<file path="src/rtl/pwr_seq_ctrl.sv">
// pwr_seq_ctrl: per-channel ACTIVE/GATED/RET/OFF power sequencer with isolation and switch ack handshake.
// Define PWR_SEQ_STATS_EN to add per-channel OFF-entry counters (off_entries, stats_clr).
module pwr_seq_ctrl #(
  parameter int N = 4,
  parameter int W = 16,
  parameter int ACK_TIMEOUT = 64
) (
  input  logic           clk,
  input  logic           rst,
  input  logic [N-1:0]   periph_en,
  input  logic [N-1:0]   sleep_eligible,
  input  logic [N-1:0]   wake_evt,
  input  logic [W-1:0]   ret_th,
  input  logic [W-1:0]   off_th,
  input  logic [N-1:0]   pwr_ack,
  input  logic [N-1:0]   err_clr,
  output logic [N-1:0]   clk_req,
  output logic [N-1:0]   iso_en,
  output logic [N-1:0]   ret_save,
  output logic [N-1:0]   ret_restore,
  output logic [N-1:0]   pwr_sw_en,
  output logic [N*3-1:0] state,
`ifdef PWR_SEQ_STATS_EN
  input  logic           stats_clr,
  output logic [N*W-1:0] off_entries,
`endif
  output logic [N-1:0]   err_timeout
);
  typedef enum logic [2:0] {ACTIVE, GATED, RET, PD_WAIT, OFF, PU_WAIT, RESTORE} state_t;
  localparam logic [W-1:0] ONE = 1;
  localparam logic [W-1:0] TO_LAST = W'(ACK_TIMEOUT - 1);
  for (genvar c = 0; c < N; c++) begin : g_ch
    state_t st, st_n;
    logic [W-1:0] dwell;
    logic pend, pend_n, err, err_set, wake;
    assign wake = wake_evt[c] | ~periph_en[c];
    always_comb begin
      st_n = st;
      err_set = 1'b0;
      case (st)
        ACTIVE:  st_n = (sleep_eligible[c] && !wake) ? GATED : ACTIVE;
        GATED:   st_n = (wake || !sleep_eligible[c]) ? ACTIVE :
                        (ret_th != '0 && dwell == ret_th - ONE) ? RET : GATED;
        RET:     st_n = wake ? RESTORE : (off_th != '0 && dwell == off_th - ONE) ? PD_WAIT : RET;
        PD_WAIT: begin
          err_set = pwr_ack[c] && dwell == TO_LAST;
          st_n = !pwr_ack[c] ? OFF : err_set ? PU_WAIT : PD_WAIT;
        end
        OFF:     st_n = (wake || pend) ? PU_WAIT : OFF;
        PU_WAIT: begin
          err_set = !pwr_ack[c] && dwell == TO_LAST;
          st_n = pwr_ack[c] ? RESTORE : PU_WAIT;
        end
        RESTORE: st_n = ACTIVE;
        default: st_n = ACTIVE;
      endcase
    end
    // A wake during power-down is remembered until the channel has left OFF.
    assign pend_n = (st == PD_WAIT) ? (pend | wake) : (st == OFF && st_n == OFF) ? pend : 1'b0;
    always_ff @(posedge clk or posedge rst) begin
      if (rst) begin
        st    <= ACTIVE;
        dwell <= '0;
        pend  <= 1'b0;
        err   <= 1'b0;
      end else begin
        st    <= st_n;
        dwell <= (st_n != st) ? '0 : (&dwell) ? dwell : dwell + ONE;
        pend  <= pend_n;
        err   <= err_set | (err & ~err_clr[c]);
      end
    end
    assign clk_req[c]      = st == ACTIVE || st == RESTORE;
    assign iso_en[c]       = st != ACTIVE && st != GATED;
    assign pwr_sw_en[c]    = st != PD_WAIT && st != OFF;
    assign ret_save[c]     = st == RET && dwell == '0;
    assign ret_restore[c]  = st == RESTORE;
    assign state[c*3 +: 3] = st;
    assign err_timeout[c]  = err;
`ifdef PWR_SEQ_STATS_EN
    logic [W-1:0] cnt;
    always_ff @(posedge clk or posedge rst) begin
      if (rst)
        cnt <= '0;
      else if (stats_clr)
        cnt <= '0;
      else if (st == PD_WAIT && st_n == OFF && !(&cnt))
        cnt <= cnt + ONE;
    end
    assign off_entries[c*W +: W] = cnt;
`endif
  end
endmodule

</file>
<file path="config.mk">
export PLATFORM = sky130hd
export DESIGN_NAME = pwr_seq_ctrl
export DESIGN_NICKNAME = d
export VERILOG_FILES = /design/src/rtl/pwr_seq_ctrl.sv
export SDC_FILE = /design/constraint.sdc
export NUM_CORES = 1
export LEC_CHECK = 0
export ABC_AREA = 1
export CAP_MARGIN = 20
export CELL_PAD_IN_SITES_DETAIL_PLACEMENT = 1
export CELL_PAD_IN_SITES_GLOBAL_PLACEMENT = 2
export CORE_UTILIZATION = 34
export CTS_BUF_LIST = sky130_fd_sc_hd__clkbuf_8
export DETAILED_ROUTE_END_ITERATION = 10
export PLACE_DENSITY = 0.94
export SYNTH_ARGS = -nofsm -noshare
export SYNTH_HDL_FRONTEND = slang
export SYNTH_SLANG_ARGS = --single-unit
</file>
<file path="constraint.sdc">
create_clock -name clk -period 7.15 [get_ports clk]
set_input_delay 1.43 -clock clk [delete_from_list [all_inputs] [get_ports clk]]
set_output_delay 1.43 -clock clk [all_outputs]
set_load 0.005 [all_outputs]
</file>
==> results of run 1 <==
-- worst max-delay path, delay by kind of cell --
family                     cells  cell delay, ns
and+or+nand+nor               15            2.01
adders and majority gates      1            0.37
AOI/OAI and AO/OA              1            0.10
buffers and inverters          3            0.86
-- Yosys cell counts, drive strengths merged (6+ instances only) --
library cell	n	area share, %
nand2	471	22
nor2	247	12
inv	199	8.8
nand3	182	11
dfrtp	84	25
o21ai	51	3.1
xor2	43	4.5
a21oi	34	2.1
nor3	31	1.8
nand4	23	1.7
ha	12	1.8
buf	11	1.1
nand3b	7	0.77
nor4	7	0.52
clkbuf	6	0.30
-- power breakdown --
group / internal (µW) / leakage (µW) / switching [µW] / total [µW]
combinational: 291 / 0.00343 / 471 / 762
sequential: 523 / 0.00115 / 84.7 / 608
clock: 193 / 0.000106 / 204 / 397
total: 1010 / 0.00469 / 760 / 1770
-- final timing paths --
path	endpoint	slack, ns
max in group asynchronous	g_ch[3].dwell[12]	4.64
setup reg to reg	g_ch[3].dwell[15]	3.90
hold reg to reg	g_ch[3].pend	0.51
setup / recovery	g_ch[3].dwell[0]	2.64
min in group asynchronous	g_ch[0].dwell[6]	1.41
hold / removal	g_ch[3].pend	0.51
-- registers in the layout (all words and copies together) (netlist names) --
register and cells:
g_ch.dwell 64, g_ch.st 12, g_ch.pend 4, g_ch.err 4
-- per-stage QoR --
stage	worst slack (ns)	hold slack, ns	cells	power, µW
after floorplan	3.555	0.4650	1443	1092
after global placement	2.380	0.4843	1841	1359
after detailed placement	2.261	0.4900	1841	1379
after CTS	2.679	0.5180	1856	1781
after global routing	2.358	0.5498	1856	1887
final	2.641	0.5118	1856	1767
-- final cells by class --
type / count / area (µm²) / area share, %
clock buffer: 9 / 123.9 / 1.257
timing repair buffer: 91 / 905.9 / 9.194
multi-input combinational: 1143 / 5485 / 55.67
sequential: 84 / 2102 / 21.33
clock inverter: 6 / 81.33 / 0.8254
tap: 324 / 405.4 / 4.114
inverter: 199 / 749.5 / 7.606
-- metal layers --
layer  routed length (µm)  GRT usage, %  share of wire, %
met5                   11             0             0.031
met4                 1107         9.572               3.1
met3                 2181         5.429               6.1
met2                15670         44.72                44
met1                16530         38.72                47
-- logic make-up (layout without fill, tap and decap cells) --
family | after synthesis | count (layout) | synth area share (%)
AO/OA/AOI/OAI | 110 | 110 | 7.345
XOR/XNOR | 47 | 47 | 4.872
adder cells (fa/ha/maj) | 12 | 12 | 1.777
buffers and inverters | 216 | 305 | 10.20
flip-flops | 84 | 84 | 24.88
AND/OR/NAND/NOR | 974 | 974 | 50.93
==> results.cfg, run 1 <==
[worst_setup_path]
worstSetupEndpointType = register
crit_chain = clkdlybuf4s50_1 -> inv_2 -> ha_1 -> nand2_1 -> nor2_1 -> nand2_1 -> nand2_1 -> nand2_1 -> nand2_1 -> nand2_1 -> inv_1 -> nand3_1 -> nor2_1 -> nand2_1 -> nor2_1 -> nand2_1 -> nand2_1 -> a21oi_1 -> nand2_2 -> nor2_1
critPathLaunch = ret_th[0]
critPathKind = in2reg
cp_slowest_cell = clkdlybuf4s50_1
crit_top_cell = nand2_1
setup.worst_path.start_class = input port
worstPathRequired_ns = 7.43
reg2reg_depth = 14
crit_path_max_fanout = 16
cpPeakStageDelay_ns = 0.62
rr_startpoint = g_ch[3].dwell[0]
cp_data_arrival_time_ns = 4.78

[cts]
clk_latency_ns = 0.40
ctsResizeCount = 0
cts_tree = done
cts_hold_buf = 0
clk_pin_slew_worst_paths_ns = 0.09
postCtsSetupBuffers = 0
numCtsBuffers = 9
clock_path_buffers = 2
clock-sinks = 84
root_buffer = clkbuf_8
cts_htree_levels = 3

[logic_synthesis]
syn-cell-area_mm2 = 0.008449
syn-num-nets = 1509
ys_types = 47
synthCells = 1443
synth_edf_count = 0
async_reset_ff_share_pct = 100.0
ys_warn_count = 0
syn_area_per_cell_um2 = 5.855
yosys_most_used_dff = dfrtp_1
ys_seq_elements = 84
synth-seq-area-share_pct = 24.88

[sta]
hold_viol = 0
clock_skew_ns = 0.01670
rsz0062_at_grt = false
max_freq_mhz = 221.8
setup_viol = 0
finalCritPeriodShare_pct = 63.07
max-slew-margin-rel_pct = 44.57
final_max_slew_viol_count = 0
worst_pin_slew_ns = 0.8238
tns_ns = 0
min_period_ns = 4.509

[layout]
fin_nets = 1594
diodes = 0
finish.utilization_pct = 40.52
final_common_cell = nand2_1
fin_area_mm2 = 0.009853
final_cell_mix = nand2_1 (452), nor2_1 (217), inv_1 (196)
drive_above_1_share_pct = 5.418
fillerInstances = 3322
areaGrowthSynthToFinish_pct = 16.61

[global_route]
grt_pass1_wl_um = 55300
track_usage_pct = 28.37
grt_pass1_vias = 9602
grt_overflow = 0
antenna_found_initial = 1
grt_max_degree = 50

[status]
status = completed

[die]
dieWidth_um = 159.6
die_h_um = 159.6
die-area_mm2 = 0.02548
io_pins = 90
num_rows = 57
start_util_pct = 34.74
design.core.area_mm2 = 0.02432

[pwr]
ir_worst_vdd_v = 0.0001443
leakagePower_uw = 0.004692
power_density_mw_per_mm2 = 179.3

[place]
gp_congestion = 1.000
hpwlAfterDp_um = 29750
port_buffers = 89
placed_cell_area_mm2 = 0.009648

[routing]
first_iter_violations = 681
vias = 9735
drt_drc_violations_left = 0
antenna_left = 0
wirelength_um = 35500
wl_per_cell_um = 19.13
routed_via_density = 5.245
first_pass_iters = 5

[min_path]
hold_depth = 2
min_from = g_ch[3].pend
hold_class = reg2reg

[flow_run]
drv_cap = 0
(Power assumes the default switching activity.)
==> run 2: changes to the inputs <==
--- a/config.mk
+++ b/config.mk
@@ -9,10 +9,10 @@
 export CAP_MARGIN = 20
 export CELL_PAD_IN_SITES_DETAIL_PLACEMENT = 1
 export CELL_PAD_IN_SITES_GLOBAL_PLACEMENT = 2
-export CORE_UTILIZATION = 34
+export CORE_UTILIZATION = 31
 export CTS_BUF_LIST = sky130_fd_sc_hd__clkbuf_8
 export DETAILED_ROUTE_END_ITERATION = 10
-export PLACE_DENSITY = 0.94
+export PLACE_DENSITY = 0.87
 export SYNTH_ARGS = -nofsm -noshare
 export SYNTH_HDL_FRONTEND = slang
 export SYNTH_SLANG_ARGS = --single-unit
==> constraint.sdc (replaced) <==
create_clock -name clk -period 4.5 [get_ports clk]
set_input_delay 0.9 -clock clk [delete_from_list [all_inputs] [get_ports clk]]
set_output_delay 0.9 -clock clk [all_outputs]
set_load 0.005 [all_outputs]
==> run 2 against run 1 <==
Against the previous run:
- die area grew 9.6%
- clock power up 72%
- first-iteration DRC count is 2.5% lower
- final area is 0.79% higher
- worst setup slack worse by 1.9 ns
- count of clock-buffer cells in the layout rose by 1
- hold slack better by 0.0047 ns
- clock skew increased by 0.0043 ns
- cell count is 1.2% higher
- via count about the same
- power is 65% higher
==> results.cfg, run 2 (synthesized netlist as in run 1, its figures left out) <==
[cts]
clk_latency_ns = 0.39
cts_htree_levels = 3
root_buffer = clkbuf_8
cts_hold_buf = 0
numCtsBuffers = 9
cts_tree = done
postCtsSetupBuffers = 0
clock_path_buffers = 2
ctsResizeCount = 0
clk_pin_slew_worst_paths_ns = 0.11
clock-sinks = 84

[sta]
tns_ns = 0
max_freq_mhz = 266.7
min_period_ns = 3.750
rsz0062_at_grt = false
clock_skew_ns = 0.02103
setup_viol = 0
worst_pin_slew_ns = 0.8148
fin_ws_ns = 0.7498
max-slew-margin-rel_pct = 45.68
hold_viol = 0
final_max_slew_viol_count = 0
hold-worst-slack_ns = 0.5165
finalCritPeriodShare_pct = 83.34

[global_route]
track_usage_pct = 26.62
grt_max_degree = 56
antenna_found_initial = 0
grt_overflow = 0
grt_pass1_wl_um = 56430
grt_pass1_vias = 9510

[layout]
stdcell_count = 1878
final_cell_mix = nand2_1 (452), nor2_1 (217), inv_1 (195)
top_register = g_ch.dwell
ff_latch_area_mm2 = 0.002102
multi_input_area_mm2 = 0.005485
fin_nets = 1598
final_common_cell = nand2_1
areaGrowthSynthToFinish_pct = 17.53
top_regs = g_ch.dwell (64), g_ch.st (12)
largest_reg_flops = 64
diodes = 0
fillerInstances = 3661
drive_above_1_share_pct = 5.791

[routing]
routed_via_density = 5.186
wirelength_um = 36730
vias = 9740
wl_met3_um = 1688
met1Wirelength_um = 17940
first_pass_iters = 5
drt_drc_violations_left = 0
top_layer_used = met4
antenna_left = 0
first_iter_violations = 664
wl_per_cell_um = 19.56
wl_met2_um = 16330

[die]
start_util_pct = 31.44
design.core.area_mm2 = 0.02688
io_pins = 90
num_rows = 60
dieWidth_um = 167.1
die-area_mm2 = 0.02792
die_h_um = 167.1

[worst_setup_path]
crit_path_max_fanout = 15
crit_top_cell = nor2_1
cp_data_arrival_time_ns = 4.06
worstPathRequired_ns = 4.81
rrSetupSlack_ns = 1.39
cpPeakStageDelay_ns = 0.63
rr_startpoint = g_ch[0].dwell[0]
setup.worst_path.start_class = input port
timing.rr.end = g_ch[0].dwell[10]
worstSetupEndpointType = register
critPathKind = in2reg
cp_slowest_cell = clkdlybuf4s50_1
crit_chain = clkdlybuf4s50_1 -> inv_2 -> ha_1 -> inv_1 -> a22oi_1 -> nand4_1 -> nor2_1 -> nand3b_1 -> nor2_1 -> nand4_1 -> nand3_1 -> nand2_1 -> nand2_2 -> nand2_4 -> nor2_1
reg2reg_depth = 11

[flow_run]
drv_cap = 0

[pwr]
leakagePower_uw = 0.004719
power_density_mw_per_mm2 = 292.8
ir_worst_vdd_v = 0.0002163

[place]
dp.cells = 1862
hpwlAfterDp_um = 30550
port_buffers = 89
post-place-ws_ns = 0.3743
gp_congestion = 0.9693

[status]
status = completed

[min_path]
hold_depth = 2
min_to = g_ch[3].pend
hold_class = reg2reg
min_from = g_ch[3].pend
run 2: critical path, delay by kind of cell:
kind | cells | cell delay, ns
and+or+nand+nor | 10 | 1.48
adders and majority gates | 1 | 0.52
AOI/OAI and AO/OA | 1 | 0.18
buffers and inverters | 3 | 0.97
run 2: through the flow:
stage / utilization, % / cell area, µm² / power [µW]
finish: 36.95 / 9931 / 2908
global route: 36.95 / 9931 / 3083
CTS: 36.95 / 9931 / 2908
detailed placement: 36.09 / 9699 / 2226
global placement: 36.09 / 9699 / 2205
floorplan: - / 8449 / 1736
run 2: how the worst max path moves through the flow:
| stage | from | end | slack [ns] |
|---|---|---|---|
| final | off_th[0] | g_ch[0].dwell[15] | 0.75 |
| after global routing | off_th[0] | g_ch[3].dwell[6] | 0.52 |
| after CTS | off_th[0] | g_ch[0].dwell[15] | 0.77 |
| after detailed placement | off_th[0] | g_ch[0].dwell[15] | 0.37 |
| after global placement | off_th[0] | g_ch[0].dwell[1] | 0.46 |
| after floorplan | rst | g_ch[0].dwell[0] | 1.43 |
run 2: layout make-up:
| class | count | share of cell area (%) |
|---|---|---|
| Clock buffer | 10 | 1.386 |
| Clock inverter | 6 | 0.9449 |
| Inverter | 199 | 7.547 |
| Multi-Input combinational cell | 1143 | 55.23 |
| Sequential cell | 84 | 21.17 |
| Tap cell | 341 | 4.296 |
| Timing Repair Buffer | 95 | 9.424 |
run 2: where the power goes:
| group | switching, µW | leakage [µW] | internal, µW | total [µW] |
|---|---|---|---|---|
| combinational | 775 | 0.00345 | 467 | 1240 |
| sequential | 153 | 0.00115 | 831 | 984 |
| clock | 349 | 0.000113 | 334 | 682 |
run 2: routing by layer:
metal  track usage [%]  vias to the layer above
met5                 0                        -
met4             6.884                        0
met3             3.025                       35
met2             41.70                      252
met1             38.60                     4699
li1                  -                     4754
==> run 3: changes to the inputs <==
--- a/config.mk
+++ b/config.mk
@@ -9,10 +9,10 @@
 export CAP_MARGIN = 20
 export CELL_PAD_IN_SITES_DETAIL_PLACEMENT = 1
 export CELL_PAD_IN_SITES_GLOBAL_PLACEMENT = 2
-export CORE_UTILIZATION = 31
+export CORE_UTILIZATION = 28
 export CTS_BUF_LIST = sky130_fd_sc_hd__clkbuf_8
 export DETAILED_ROUTE_END_ITERATION = 10
-export PLACE_DENSITY = 0.87
+export PLACE_DENSITY = 0.83
 export SYNTH_ARGS = -nofsm -noshare
 export SYNTH_HDL_FRONTEND = slang
 export SYNTH_SLANG_ARGS = --single-unit
==> constraint.sdc (replaced) <==
create_clock -name clk -period 3.31 [get_ports clk]
set_input_delay 0.662 -clock clk [delete_from_list [all_inputs] [get_ports clk]]
set_output_delay 0.662 -clock clk [all_outputs]
set_load 0.005 [all_outputs]
==> run 3 against run 2 <==
Against the previous run:
- register-to-register slack got worse by 0.94 ns
- routed wire length increased by 5.7%
- final area increased by 12%
- non-clock buffer count increased by 127
- count of clock-buffer cells in the layout decreased by 1
- clock skew decreased by 0.0076 ns
- sequential cell count unchanged
==> results.cfg, run 3 (synthesized netlist as in run 1, its figures left out) <==
[layout]
drive_above_1_share_pct = 13.94
top_register = g_ch.dwell
largest_reg_flops = 64
fin_nets = 1725
final_common_cell = nand2_1
diodes = 0
finish.utilization_pct = 37.46
fillerInstances = 3982
areaGrowthSynthToFinish_pct = 31.39
top_regs = g_ch.dwell (64), g_ch.st (12)
fin_area_mm2 = 0.01110
final_cell_mix = nand2_1 (450), nor2_1 (206), inv_1 (196)

[status]
status = completed

[sta]
rsz0062_at_grt = false
worst_pin_slew_ns = 0.6636
final_max_slew_viol_count = 0
finalCritPeriodShare_pct = 94.39
clock_skew_ns = 0.01345
min_period_ns = 3.124
setup_viol = 0
max_freq_mhz = 320.1
tns_ns = 0
max-slew-margin-rel_pct = 55.76
hold_viol = 0
fin_ws_ns = 0.1858

[worst_setup_path]
critPathLaunch = g_ch[1].dwell[12]
worstSetupEndpointType = output port
crit_path_max_fanout = 5
rrSetupSlack_ns = 0.45
rr_startpoint = g_ch[3].st[2]
cp_data_arrival_time_ns = 2.46
worstPathRequired_ns = 2.65
setup.worst_path.start_class = register
timing.rr.end = g_ch[3].dwell[3]
setup.worst_path.end = ret_save[1]
critPathKind = reg2out
reg2reg_depth = 16

[global_route]
grt_util_met1_pct = 34.37
antenna_found_initial = 0
grt_pass1_wl_um = 60050
grt_pass1_vias = 10460
use_met2_pct = 41.73
met3_usage_pct = 3.398
grt_overflow = 0
grt_max_degree = 47
track_usage_pct = 25.72
gr-max-usage-layer = met2

[min_path]
hold_class = reg2reg

[place]
hpwlAfterDp_um = 32930
post-place-ws_ns = -0.3925
placed_cell_area_mm2 = 0.01077
gp_congestion = 0.9944
port_buffers = 89

[die]
design.core.area_mm2 = 0.02964
start_util_pct = 28.51
die_h_um = 175.7
die-area_mm2 = 0.03088
num_rows = 63
dieWidth_um = 175.7
io_pins = 90

[routing]
wl_per_cell_um = 18.89
vias = 10250
first_pass_iters = 5
routed_via_density = 4.988
first_iter_violations = 562
wirelength_um = 38810
antenna_left = 0
drt_drc_violations_left = 0

[cts]
clk_latency_ns = 0.40
clock-sinks = 84
clk_pin_slew_worst_paths_ns = 0.10
root_buffer = clkbuf_8
cts_htree_levels = 3
numCtsBuffers = 9
cts_tree = done
clock_path_buffers = 2

[pwr]
total_power_uw = 4092
power_density_mw_per_mm2 = 368.6
ir_worst_vdd_v = 0.0003125
leakagePower_uw = 0.005384

[flow_run]
drv_cap = 0
[run 3: cell types whose count changed in the layout (fill, tap and decap cells not counted), sizes merged]
cell / change
dlymetal6s2s: +2
bufinv: +1
clkdlybuf4s50: -2
inv: -1
clkinvlp: -1
clkinv: +2
clkbuf: -1
buf: +127
[run 3: where the power goes]
group	switching, µW	total [µW]	internal, µW	leakage (µW)
clock	471	972	501	0.000125
combinational	1060	1790	734	0.00411
sequential	199	1330	1130	0.00115
total	1730	4090	2360	0.00538
[run 3: final cells by class]
class | count | area [µm²] | share of cell area, %
multi-input combinational | 1143 | 5553 | 50.02
sequential | 84 | 2102 | 18.93
timing repair buffer | 222 | 1969 | 17.74
inverter | 199 | 749.5 | 6.751
tap | 390 | 488.0 | 4.395
clock buffer | 9 | 123.9 | 1.116
clock inverter | 7 | 116.4 | 1.048
[run 3: how the worst min path moves through the flow]
stage                        end    startpoint  slack, ns  depth (start not counted)
floorplan           g_ch[2].pend  g_ch[2].pend       0.47                          2
global placement    g_ch[0].pend  g_ch[0].pend       0.49                          2
detailed placement  g_ch[1].pend  g_ch[1].pend       0.49                          2
CTS                 g_ch[1].pend  g_ch[1].pend       0.51                          2
global route        g_ch[1].pend  g_ch[1].pend       0.55                          2
finish              g_ch[1].pend  g_ch[1].pend       0.52                          2
[run 3: per-layer routing]
layer	wire length [µm]	vias to the layer above
met2	17580	256
met3	1910	66
li1	-	5003
met4	1411	0
met5	0	-
met1	17910	4920
[run 3: through the flow]
step	instances	hold WS, ns
floorplan	1443	0.4650
global route	2054	0.5513
finish	2054	0.5173
global placement	2037	0.4852
detailed placement	2037	0.4874
CTS	2053	0.5148
[run 3: worst max-delay path, stage by stage, from the launching register on]
cell and delay (ns):
dfrtp_1 0.48, inv_1 0.21, nand4_1 0.17, nor3_4 0.21, nand2_1 0.12, nor4b_1 0.31
clkdlybuf4s50_1 0.57
[run 3: timing repair]
item	CTS	global route
cloned	0	0
setup buffers	0	1
resized for setup	1	21
endpoints found under the setup margin	1	65
hold buffers	0	0
